==> config.mk <==
export PLATFORM = sky130hd
export DESIGN_NAME = repetition_range
export DESIGN_NICKNAME = d
export VERILOG_FILES = /design/src/rtl/repetition_range.sv
export SDC_FILE = /design/constraint.sdc
export NUM_CORES = 1
export LEC_CHECK = 0
export ABC_AREA = 1
export ABC_CLOCK_PERIOD_IN_PS = 2700
export CAP_MARGIN = 20
export CORE_AREA = 2 2 189 191
export DETAILED_ROUTE_END_ITERATION = 10
export DIE_AREA = 0 0 191 193
export GPL_TIMING_DRIVEN = 0
export PLACE_DENSITY_LB_ADDON = 0.15
export SKIP_LAST_GASP = 1
export SYNTH_ARGS = -nofsm -noshare
export SYNTH_HDL_FRONTEND = slang
export SYNTH_SLANG_ARGS = --single-unit
==> constraint.sdc <==
create_clock -name clk -period 2.7 [get_ports clk]
set_input_delay 0.81 -clock clk [delete_from_list [all_inputs] [get_ports clk]]
set_output_delay 0.81 -clock clk [all_outputs]
set_load 0.02 [all_outputs]
==> src/rtl/repetition_range.sv <==
// -----------------------------------------------------------------------------
// repetition_range
//
// Streaming regex primitive. Watches one character stream for a fixed byte
// pattern repeated between MIN_REP and MAX_REP times (inclusive) and reports
// each qualifying run with its start index, end index and repetition count.
// Runs never overlap; matching is leftmost-first and greedy up to MAX_REP.
//
// Parameters
//   PAT_LEN  pattern length in bytes (>= 1)
//   MIN_REP  minimum repetitions for a report (>= 1)
//   MAX_REP  maximum repetitions; reaching it forces a report (>= MIN_REP)
//   POS_W    width of the character counter and position outputs
//
// Ports
//   clk       in   sole clock, rising edge
//   reset     in   asynchronous, active-low reset
//   pattern   in   pattern bytes, byte 0 in [7:0]; stable while rdy=1
//   nextChar  in   input character
//   valid     in   nextChar is presented
//   done      in   end-of-stream pulse
//   rdy       out  block accepts valid/done
//   match     out  one-cycle pulse when a run is reported
//   startPos  out  index of the first char of the reported run
//   endPos    out  index of the last char of the last complete repetition
//   repCount  out  repetitions in the reported run
//
// Build option
//   REPETITION_CASE_FOLD_EN  when defined, ASCII A-Z are folded to a-z on both
//                            nextChar and pattern before comparison.
// -----------------------------------------------------------------------------
module repetition_range #(
   parameter int PAT_LEN = 2,
   parameter int MIN_REP = 1,
   parameter int MAX_REP = 4,
   parameter int POS_W   = 32
) (
   input  logic                             clk,
   input  logic                             reset,
   input  logic [8*PAT_LEN-1:0]             pattern,
   input  logic [7:0]                       nextChar,
   input  logic                             valid,
   input  logic                             done,
   output logic                             rdy,
   output logic                             match,
   output logic [POS_W-1:0]                 startPos,
   output logic [POS_W-1:0]                 endPos,
   output logic [$clog2(MAX_REP+1)-1:0]     repCount
);

   localparam int REP_W  = $clog2(MAX_REP + 1);
   localparam int POS_IW = (PAT_LEN > 1) ? $clog2(PAT_LEN) : 1;

   localparam logic [POS_IW-1:0] LAST_POS = POS_IW'(PAT_LEN - 1);
   localparam logic [REP_W-1:0]  MIN_R    = REP_W'(MIN_REP);
   localparam logic [REP_W-1:0]  MAX_R    = REP_W'(MAX_REP);

   typedef enum logic {
      RUN,
      FLUSHED
   } state_t;

   // Optional ASCII case folding applied identically to both operands.
   function automatic logic [7:0] fold(input logic [7:0] c);
`ifdef REPETITION_CASE_FOLD_EN
      if (c >= 8'h41 && c <= 8'h5A) fold = c | 8'h20;
      else                          fold = c;
`else
      fold = c;
`endif
   endfunction

   // Registered state
   state_t              state_q, state_d;
   logic                rdy_q;
   logic [POS_W-1:0]    cnt_q, cnt_d;
   logic [POS_IW-1:0]   pos_q, pos_d;
   logic [REP_W-1:0]    rep_q, rep_d;
   logic [POS_W-1:0]    candStart_q, candStart_d;
   logic [POS_W-1:0]    candEnd_q, candEnd_d;
   logic                match_q;
   logic [POS_W-1:0]    startPos_q;
   logic [POS_W-1:0]    endPos_q;
   logic [REP_W-1:0]    repCount_q;

   // Report request for this cycle
   logic                rpt;
   logic [POS_W-1:0]    rptStart, rptEnd;
   logic [REP_W-1:0]    rptRep;

   logic [7:0]          patCur;
   logic [REP_W-1:0]    repInc;
   logic                eqCur, eqFirst;

   // Pattern byte currently expected
   always_comb begin
      patCur = pattern[7:0];
      for (int unsigned k = 0; k < PAT_LEN; k++) begin
         if (pos_q == POS_IW'(k)) patCur = pattern[8*k +: 8];
      end
   end

   assign eqCur   = (fold(nextChar) == fold(patCur));
   assign eqFirst = (fold(nextChar) == fold(pattern[7:0]));
   assign repInc  = rep_q + REP_W'(1);

   always_comb begin
      state_d     = state_q;
      cnt_d       = cnt_q;
      pos_d       = pos_q;
      rep_d       = rep_q;
      candStart_d = candStart_q;
      candEnd_d   = candEnd_q;
      rpt         = 1'b0;
      rptStart    = candStart_q;
      rptEnd      = candEnd_q;
      rptRep      = rep_q;

      if (state_q == RUN && rdy_q) begin
         if (valid) begin
            cnt_d = cnt_q + POS_W'(1);
            if (eqCur) begin
               if (pos_q == '0 && rep_q == '0) candStart_d = cnt_q;
               if (pos_q == LAST_POS) begin
                  pos_d     = '0;
                  candEnd_d = cnt_q;
                  if (repInc == MAX_R) begin
                     // Saturated run: report with the (possibly just-set) start.
                     rpt      = 1'b1;
                     rptStart = candStart_d;
                     rptEnd   = cnt_q;
                     rptRep   = MAX_R;
                     rep_d    = '0;
                  end else begin
                     rep_d = repInc;
                  end
               end else begin
                  pos_d = pos_q + POS_IW'(1);
               end
            end else begin
               // Report the run built so far; the partial tail is dropped.
               if (rep_q >= MIN_R) begin
                  rpt      = 1'b1;
                  rptStart = candStart_q;
                  rptEnd   = candEnd_q;
                  rptRep   = rep_q;
               end
               rep_d = '0;
               pos_d = '0;
               // Restart on pattern[0] only. With PAT_LEN==1 pos is always 0,
               // so a mismatch already failed against pattern[0].
               if (PAT_LEN > 1 && eqFirst) begin
                  candStart_d = cnt_q;
                  pos_d       = POS_IW'(1);
               end
            end
         end

         // A coincident char has already been folded into the *_d values.
         // Any report raised by that char left rep_d at 0, so at most one
         // report fires per cycle.
         if (done) begin
            if (rep_d >= MIN_R) begin
               rpt      = 1'b1;
               rptStart = candStart_d;
               rptEnd   = candEnd_d;
               rptRep   = rep_d;
            end
            state_d = FLUSHED;
         end
      end
   end

   always_ff @(posedge clk or negedge reset) begin
      if (!reset) begin
         state_q     <= RUN;
         rdy_q       <= 1'b0;
         cnt_q       <= '0;
         pos_q       <= '0;
         rep_q       <= '0;
         candStart_q <= '0;
         candEnd_q   <= '0;
         match_q     <= 1'b0;
         startPos_q  <= '1;
         endPos_q    <= '1;
         repCount_q  <= '0;
      end else begin
         state_q     <= state_d;
         rdy_q       <= (state_d == RUN);
         cnt_q       <= cnt_d;
         pos_q       <= pos_d;
         rep_q       <= rep_d;
         candStart_q <= candStart_d;
         candEnd_q   <= candEnd_d;
         match_q     <= rpt;
         if (rpt) begin
            startPos_q <= rptStart;
            endPos_q   <= rptEnd;
            repCount_q <= rptRep;
         end
      end
   end

   assign rdy      = rdy_q;
   assign match    = match_q;
   assign startPos = startPos_q;
   assign endPos   = endPos_q;
   assign repCount = repCount_q;

endmodule

==> flow_summary.toml, run 1 <==
[cts]
clockBufferDepth = 2
cts.sinks = 170
cts_root_buf = "clkbuf_16"
cts_tree = "built"
h-tree-depth = 4
cts.clk_slew.worst_paths_ns = 0.07
clk_latency_ns = 0.45
cts_made_buffers = 17

[sta]
tns_ns = 0
fin_ws_ns = 0.176
drv_slew = 0
finalCriticalPeriod_ns = 2.52
finalSetupViolCount = 0
period_share = 0.935
fmax_ghz = 0.396
relSlewSlack = 0.557
worst_pin_slew_ns = 0.665
skew_ns = 0.0188
finalHoldViolCount = 0

[setup_path]
worstSetupPathType = "register to register"
critPathRequiredTime_ns = 3.06
r2r_start = "pos_q"
cp.arrival_ns = 2.88
regToRegSetupSlack_ns = 0.18
crit_path_start_kind = "register"
crit_path_end_kind = "register"
cp_max_fo = 4
r2r_end = "rep_q[2]"
r2r_cells = 18

[logic_synthesis]
yosys-top-cells-area = "dfrtp_1 26%, nand2_1 20%, dfstp_2 16%"
synth.top_cell.area_share = 0.257
synth_edf_count = 0
syn_area_um2 = 10300
synth.ff_latch_count = 170
synth_warnings = 0
avgSynthCellArea_um2 = 6.87
netlist_top_cells_count = "554 x nand2_1, 181 x o21ai_0, 122 x inv_1, 106 x dfrtp_1, 103 x nand3_1"
async_flop_share = 1.00
netlist.top_cell.by_area = "dfrtp_1"
yosysMostFrequentCell = "nand2_1"
synth_flop_cell = "dfrtp_1"
synthCells = 1500
synth.distinct_cells = 35
ys_seq_area_frac = 0.421
syn_nets = 1535

[power_and_ir_drop]
power.share.combinational = 0.439
p_clk_frac = 0.195
p_seq_frac = 0.365
ir_drop_mv = 0.518
pwr_density_cell_nw_per_um2 = 987
p_sw_frac = 0.406
leakage_nw = 6.48
p_int_mw = 7.53
power_switching_mw = 5.16

[finish]
drive_gt1_frac = 0.125
final_util = 0.368
fin_nets = 1671
stdcell_area_um2 = 12900
fill_cells = 3818
area_delta_synth_final_pct = 24.8
num_antenna_cells = 0

[place]
port-buffer-count = 95
dp_hpwl_um = 26200
dp_slack_ns = -1.04
dpl_cell_area_um2 = 11900
place_congestion = 0.849

[drt]
post_drt_via_cell_ratio = 4.83
post_drt_wl_per_cell_um = 17.0
remaining_drc_errors = 0
detail_route.first_pass.iterations = 7
initialDrtViolationCount = 699
vias = 10200
wirelength_um = 36000
postRouteAntennaNets = 0

[die]
fp.dieArea_um2 = 36900
start_util = 0.295
coreArea_um2 = 35000
die_w_um = 191
die_height_um = 193
placementRows = 69
num_io_pins = 97

[global_route]
grt_remaining_overflow = 0
grt_pass1_wl_um = 57200
antenna_found_initial = 1
grt_pass1_vias = 10100
grt_util_all_layers = 0.202
grt_max_degree = 95

[status]
status = "complete, no violations"

[job]
max-cap-violations = 0

[hold_path]
hold_class = "primary input to async pin"
==> logic make-up (layout without fill, tap and decap cells) <==
family          Yosys count  in the layout  share of synthesized area
compound gates          256            256                      0.127
xor+xnor                 37             37                     0.0315
fa+ha+maj                 7              7                    0.00850
buf+inv                 218            367                     0.0854
flops                   170            170                      0.421
simple gates            812            812                      0.327
==> how the worst max path moves through the flow <==
stage                    start         endpoint  slack (ns)
floorplan                valid      repCount[2]        0.24
global placement         reset  candStart_q[22]       -6.94
detailed placement  pattern[3]       endPos[25]       -1.04
CTS                 pattern[3]      repCount[0]       0.003
global route             pos_q         rep_q[2]       -0.01
finish                   pos_q         rep_q[2]        0.18
==> layer usage <==
metal / share of wire / GRT usage / up-vias
met3: 0.044 / 0.0279 / 42
li1: - / - / 5072
met1: 0.49 / 0.284 / 4827
met5: 0 / 0 / -
met2: 0.45 / 0.323 / 244
met4: 0.016 / 0.0575 / 0
==> through the flow <==
step / hold slack, ns / instances / power (mW)
after floorplan: 0.469 / 1500 / 8.05
after global routing: 0.399 / 2110 / 13.8
final: 0.361 / 2110 / 12.7
after detailed placement: 0.462 / 2057 / 10.1
after global placement: 0.460 / 2056 / 10.1
after CTS: 0.379 / 2103 / 12.7
==> what timing repair did <==
action                     CTS  global route
hold buffers                 0             0
pin swaps                    7            27
cloned                       0             1
setup endpoints to repair   97           112
buffers inserted            14             6
gates resized for setup     42            57
==> critical path, cell delays in order (launching register included) <==
cell     delay (ns)
dfrtp_2        0.45
inv_4          0.11
buf_4          0.11
nand2_1        0.05
nand2_1        0.07
nand2_1        0.05
nand2_2        0.07
nand2_2        0.06
nor2_4         0.17
nand4_1        0.19
buf_4          0.18
buf_4          0.12
buf_4          0.12
buf_4          0.12
buf_4          0.12
buf_4          0.12
buf_4          0.12
buf_4          0.12
o22ai_2        0.09
==> cells in the final DEF (no fill, tap or decap), drive strengths merged <==
| cell type | n |
|---|---|
| a31oi | 2 |
| a21oi | 3 |
| inv | 134 |
| nor2 | 96 |
| o22ai | 1 |
| xor2 | 30 |
| clkinv | 4 |
| dlygate4sd2 | 1 |
| ha | 7 |
| dfrtp | 106 |
| o211ai | 2 |
| nor4 | 6 |
| clkbuf | 75 |
| nand2 | 559 |
| a21boi | 1 |
| bufinv | 1 |
| nor3 | 12 |
| nand3b | 8 |
| dlymetal6s2s | 23 |
| nand4 | 27 |
| buf | 59 |
| dfstp | 64 |
| o21ai | 247 |
| xnor2 | 7 |
| clkdlybuf4s50 | 70 |
| nand3 | 104 |
==> registers in the layout (all words and copies together) (netlist names), 3 cells and up <==
register     flops
endPos          32
repCount         3
cnt_q           32
startPos        32
candStart_q     32
rep_q            3
candEnd_q       32
==> final cells by class <==
class,instances,area [µm²],share of cell area
multi-input cells,1112,5180,0.403
flip-flops and latches,170,4340,0.337
repair buffers,117,1230,0.0955
well taps,461,577,0.0449
plain buffers,92,494,0.0384
inverters,126,475,0.0370
clock buffers,19,433,0.0337
clock inverters,13,130,0.0101
==> power groups by stage <==
stage	combinational, mW	sequential (mW)	clock [mW]
after floorplan	2.83	5.22	0
after global placement	5.42	4.66	0
after detailed placement	5.48	4.66	0
after CTS	5.55	4.63	2.54
after global routing	6.31	4.80	2.64
final	5.57	4.63	2.48
Note: power is estimated with default switching activity, not from simulation.
==> run 2, diff against run 1 <==
Settings changed: CTS_CLUSTER_SIZE set to 14, GPL_TIMING_DRIVEN 0 to not set.
==> flow_summary.toml, run 2 (synthesized netlist as in run 1, its figures left out) <==
[status]
status = "complete, no violations"

[global_route]
grt_pass1_wl_um = 52300
grt_max_degree = 67
grt_util_all_layers = 0.182
grt_remaining_overflow = 0
antenna_found_initial = 0
grt_pass1_vias = 9433

[finish]
area_delta_synth_final_pct = 23.7
num_antenna_cells = 0
final_util = 0.364
final_cell_mix = "553 x nand2_1, 180 x o21ai_0, 122 x inv_1"
fin_nets = 1627
mostFrequentLayoutCell = "nand2_1"
regArea_um2 = 4330
fill_cells = 3732
drive_gt1_frac = 0.115
multi_input_area_um2 = 5120

[drt]
remaining_drc_errors = 0
post_drt_wl_per_cell_um = 15.4
wl_met2_um = 14000
initialDrtViolationCount = 682
wl_met1_um = 16200
wirelength_um = 31900
met3WireLength_um = 1300
vias = 9783
detail_route.first_pass.iterations = 5
dr.max_layer_used = "met4"
postRouteAntennaNets = 0
post_drt_via_cell_ratio = 4.74

[die]
die_w_um = 191
coreArea_um2 = 35000
fp.dieArea_um2 = 36900
die_height_um = 193
start_util = 0.295
num_io_pins = 97
placementRows = 69

[power_and_ir_drop]
p_sw_frac = 0.395
ir_drop_mv = 0.518
p_int_mw = 7.61
p_clk_frac = 0.197
power_switching_mw = 4.97
leakage_nw = 6.27
p_seq_frac = 0.368
power.share.combinational = 0.434
pwr_density_cell_nw_per_um2 = 988

[sta]
drv_slew = 0
fmax_ghz = 0.384
finalSetupViolCount = 0
rsz0062_at_grt = "yes"
skew_ns = 0.0104
period_share = 0.966
worst_hold_slack_ns = 0.155
worst_pin_slew_ns = 0.511
finalHoldViolCount = 0
relSlewSlack = 0.656
finalCriticalPeriod_ns = 2.61

[cts]
cts.clk_slew.worst_paths_ns = 0.07
cts_root_buf = "clkbuf_16"
cts_tree = "built"
h-tree-depth = 4
cts.sinks = 170
postCtsSetupRepairBufs = 0
ctsHoldBuffers = 0
clockBufferDepth = 2
clk_latency_ns = 0.45
cts_made_buffers = 17

[place]
place_congestion = 0.800
port-buffer-count = 96
dp_hpwl_um = 21800

[setup_path]
critPathRequiredTime_ns = 3.07
r2r_cells = 14
worstSetupPathType = "primary input to register"
crit_path_start_kind = "primary input"
cp.arrival_ns = 2.97
crit_path_end_kind = "register"
cp_max_fo = 66

[hold_path]
hold_class = "primary input to async pin"

[job]
max-cap-violations = 0
[run 2: layout make-up]
type | instances | share of cell area
Multi-Input combinational cell | 1112 | 0.402
Tap cell | 461 | 0.0453
Clock inverter | 10 | 0.00707
Inverter | 126 | 0.0371
Sequential cell | 170 | 0.340
Timing Repair Buffer | 165 | 0.131
Clock buffer | 22 | 0.0380
[run 2: repair_timing]
action,in CTS,in global routing
endpoints found under the hold margin,0,0
resized for setup,0,9
setup endpoints to repair,0,66
[run 2: power by group through the flow]
stage	Sequential, mW	Combinational [mW]	Clock, mW
2_1_floorplan	5.22	2.83	0
3_3_place_gp	4.69	5.43	0
3_5_place_dp	4.68	5.49	0
4_1_cts	4.65	5.51	2.57
5_1_grt	4.82	6.25	2.66
6_report	4.64	5.47	2.48
[run 2: final timing paths]
kind | endpoint | slack (ns) | start
setup / recovery | endPos[28] | 0.09 | pattern[0]
hold / removal | candEnd_q[3] | 0.15 | reset
setup reg to reg | endPos[28] | 0.28 | pos_q
hold reg to reg | startPos[14] | 0.47 | startPos[14]
max in group asynchronous | startPos[19] | 1.95 | reset
min in group clk | startPos[14] | 0.47 | startPos[14]
[run 2: layer usage]
| layer | track usage | vias to the layer above |
|---|---|---|
| li1 | - | 4966 |
| met1 | 0.268 | 4586 |
| met2 | 0.278 | 203 |
| met3 | 0.0262 | 28 |
| met4 | 0.0450 | 0 |
| met5 | 0 | - |
[run 2: per-stage QoR]
step | cells | area [µm²] | setup slack, ns | total power, mW | TNS, ns
floorplan | 1500 | 10300 | 0.242 | 8.05 | 0
global placement | 2034 | 12100 | -0.414 | 10.1 | -35.55
detailed placement | 2034 | 12100 | -0.416 | 10.2 | -38.97
CTS | 2066 | 12700 | 0.0518 | 12.7 | 0
global route | 2066 | 12700 | -0.0309 | 13.7 | -0.0409
finish | 2066 | 12700 | 0.0927 | 12.6 | 0
[run 2: critical path: stages]
cell	delay [ns]
clkdlybuf4s50_1	0.50
nand2_1	0.08
nand2_1	0.07
nand2_1	0.04
nand2_1	0.06
nand2_1	0.09
nor2_4	0.19
buf_4	0.14
nand4_1	0.14
buf_12	0.21
o21ai_0	0.29
nand3_1	0.14
nand2_1	0.08
o21ai_1	0.05
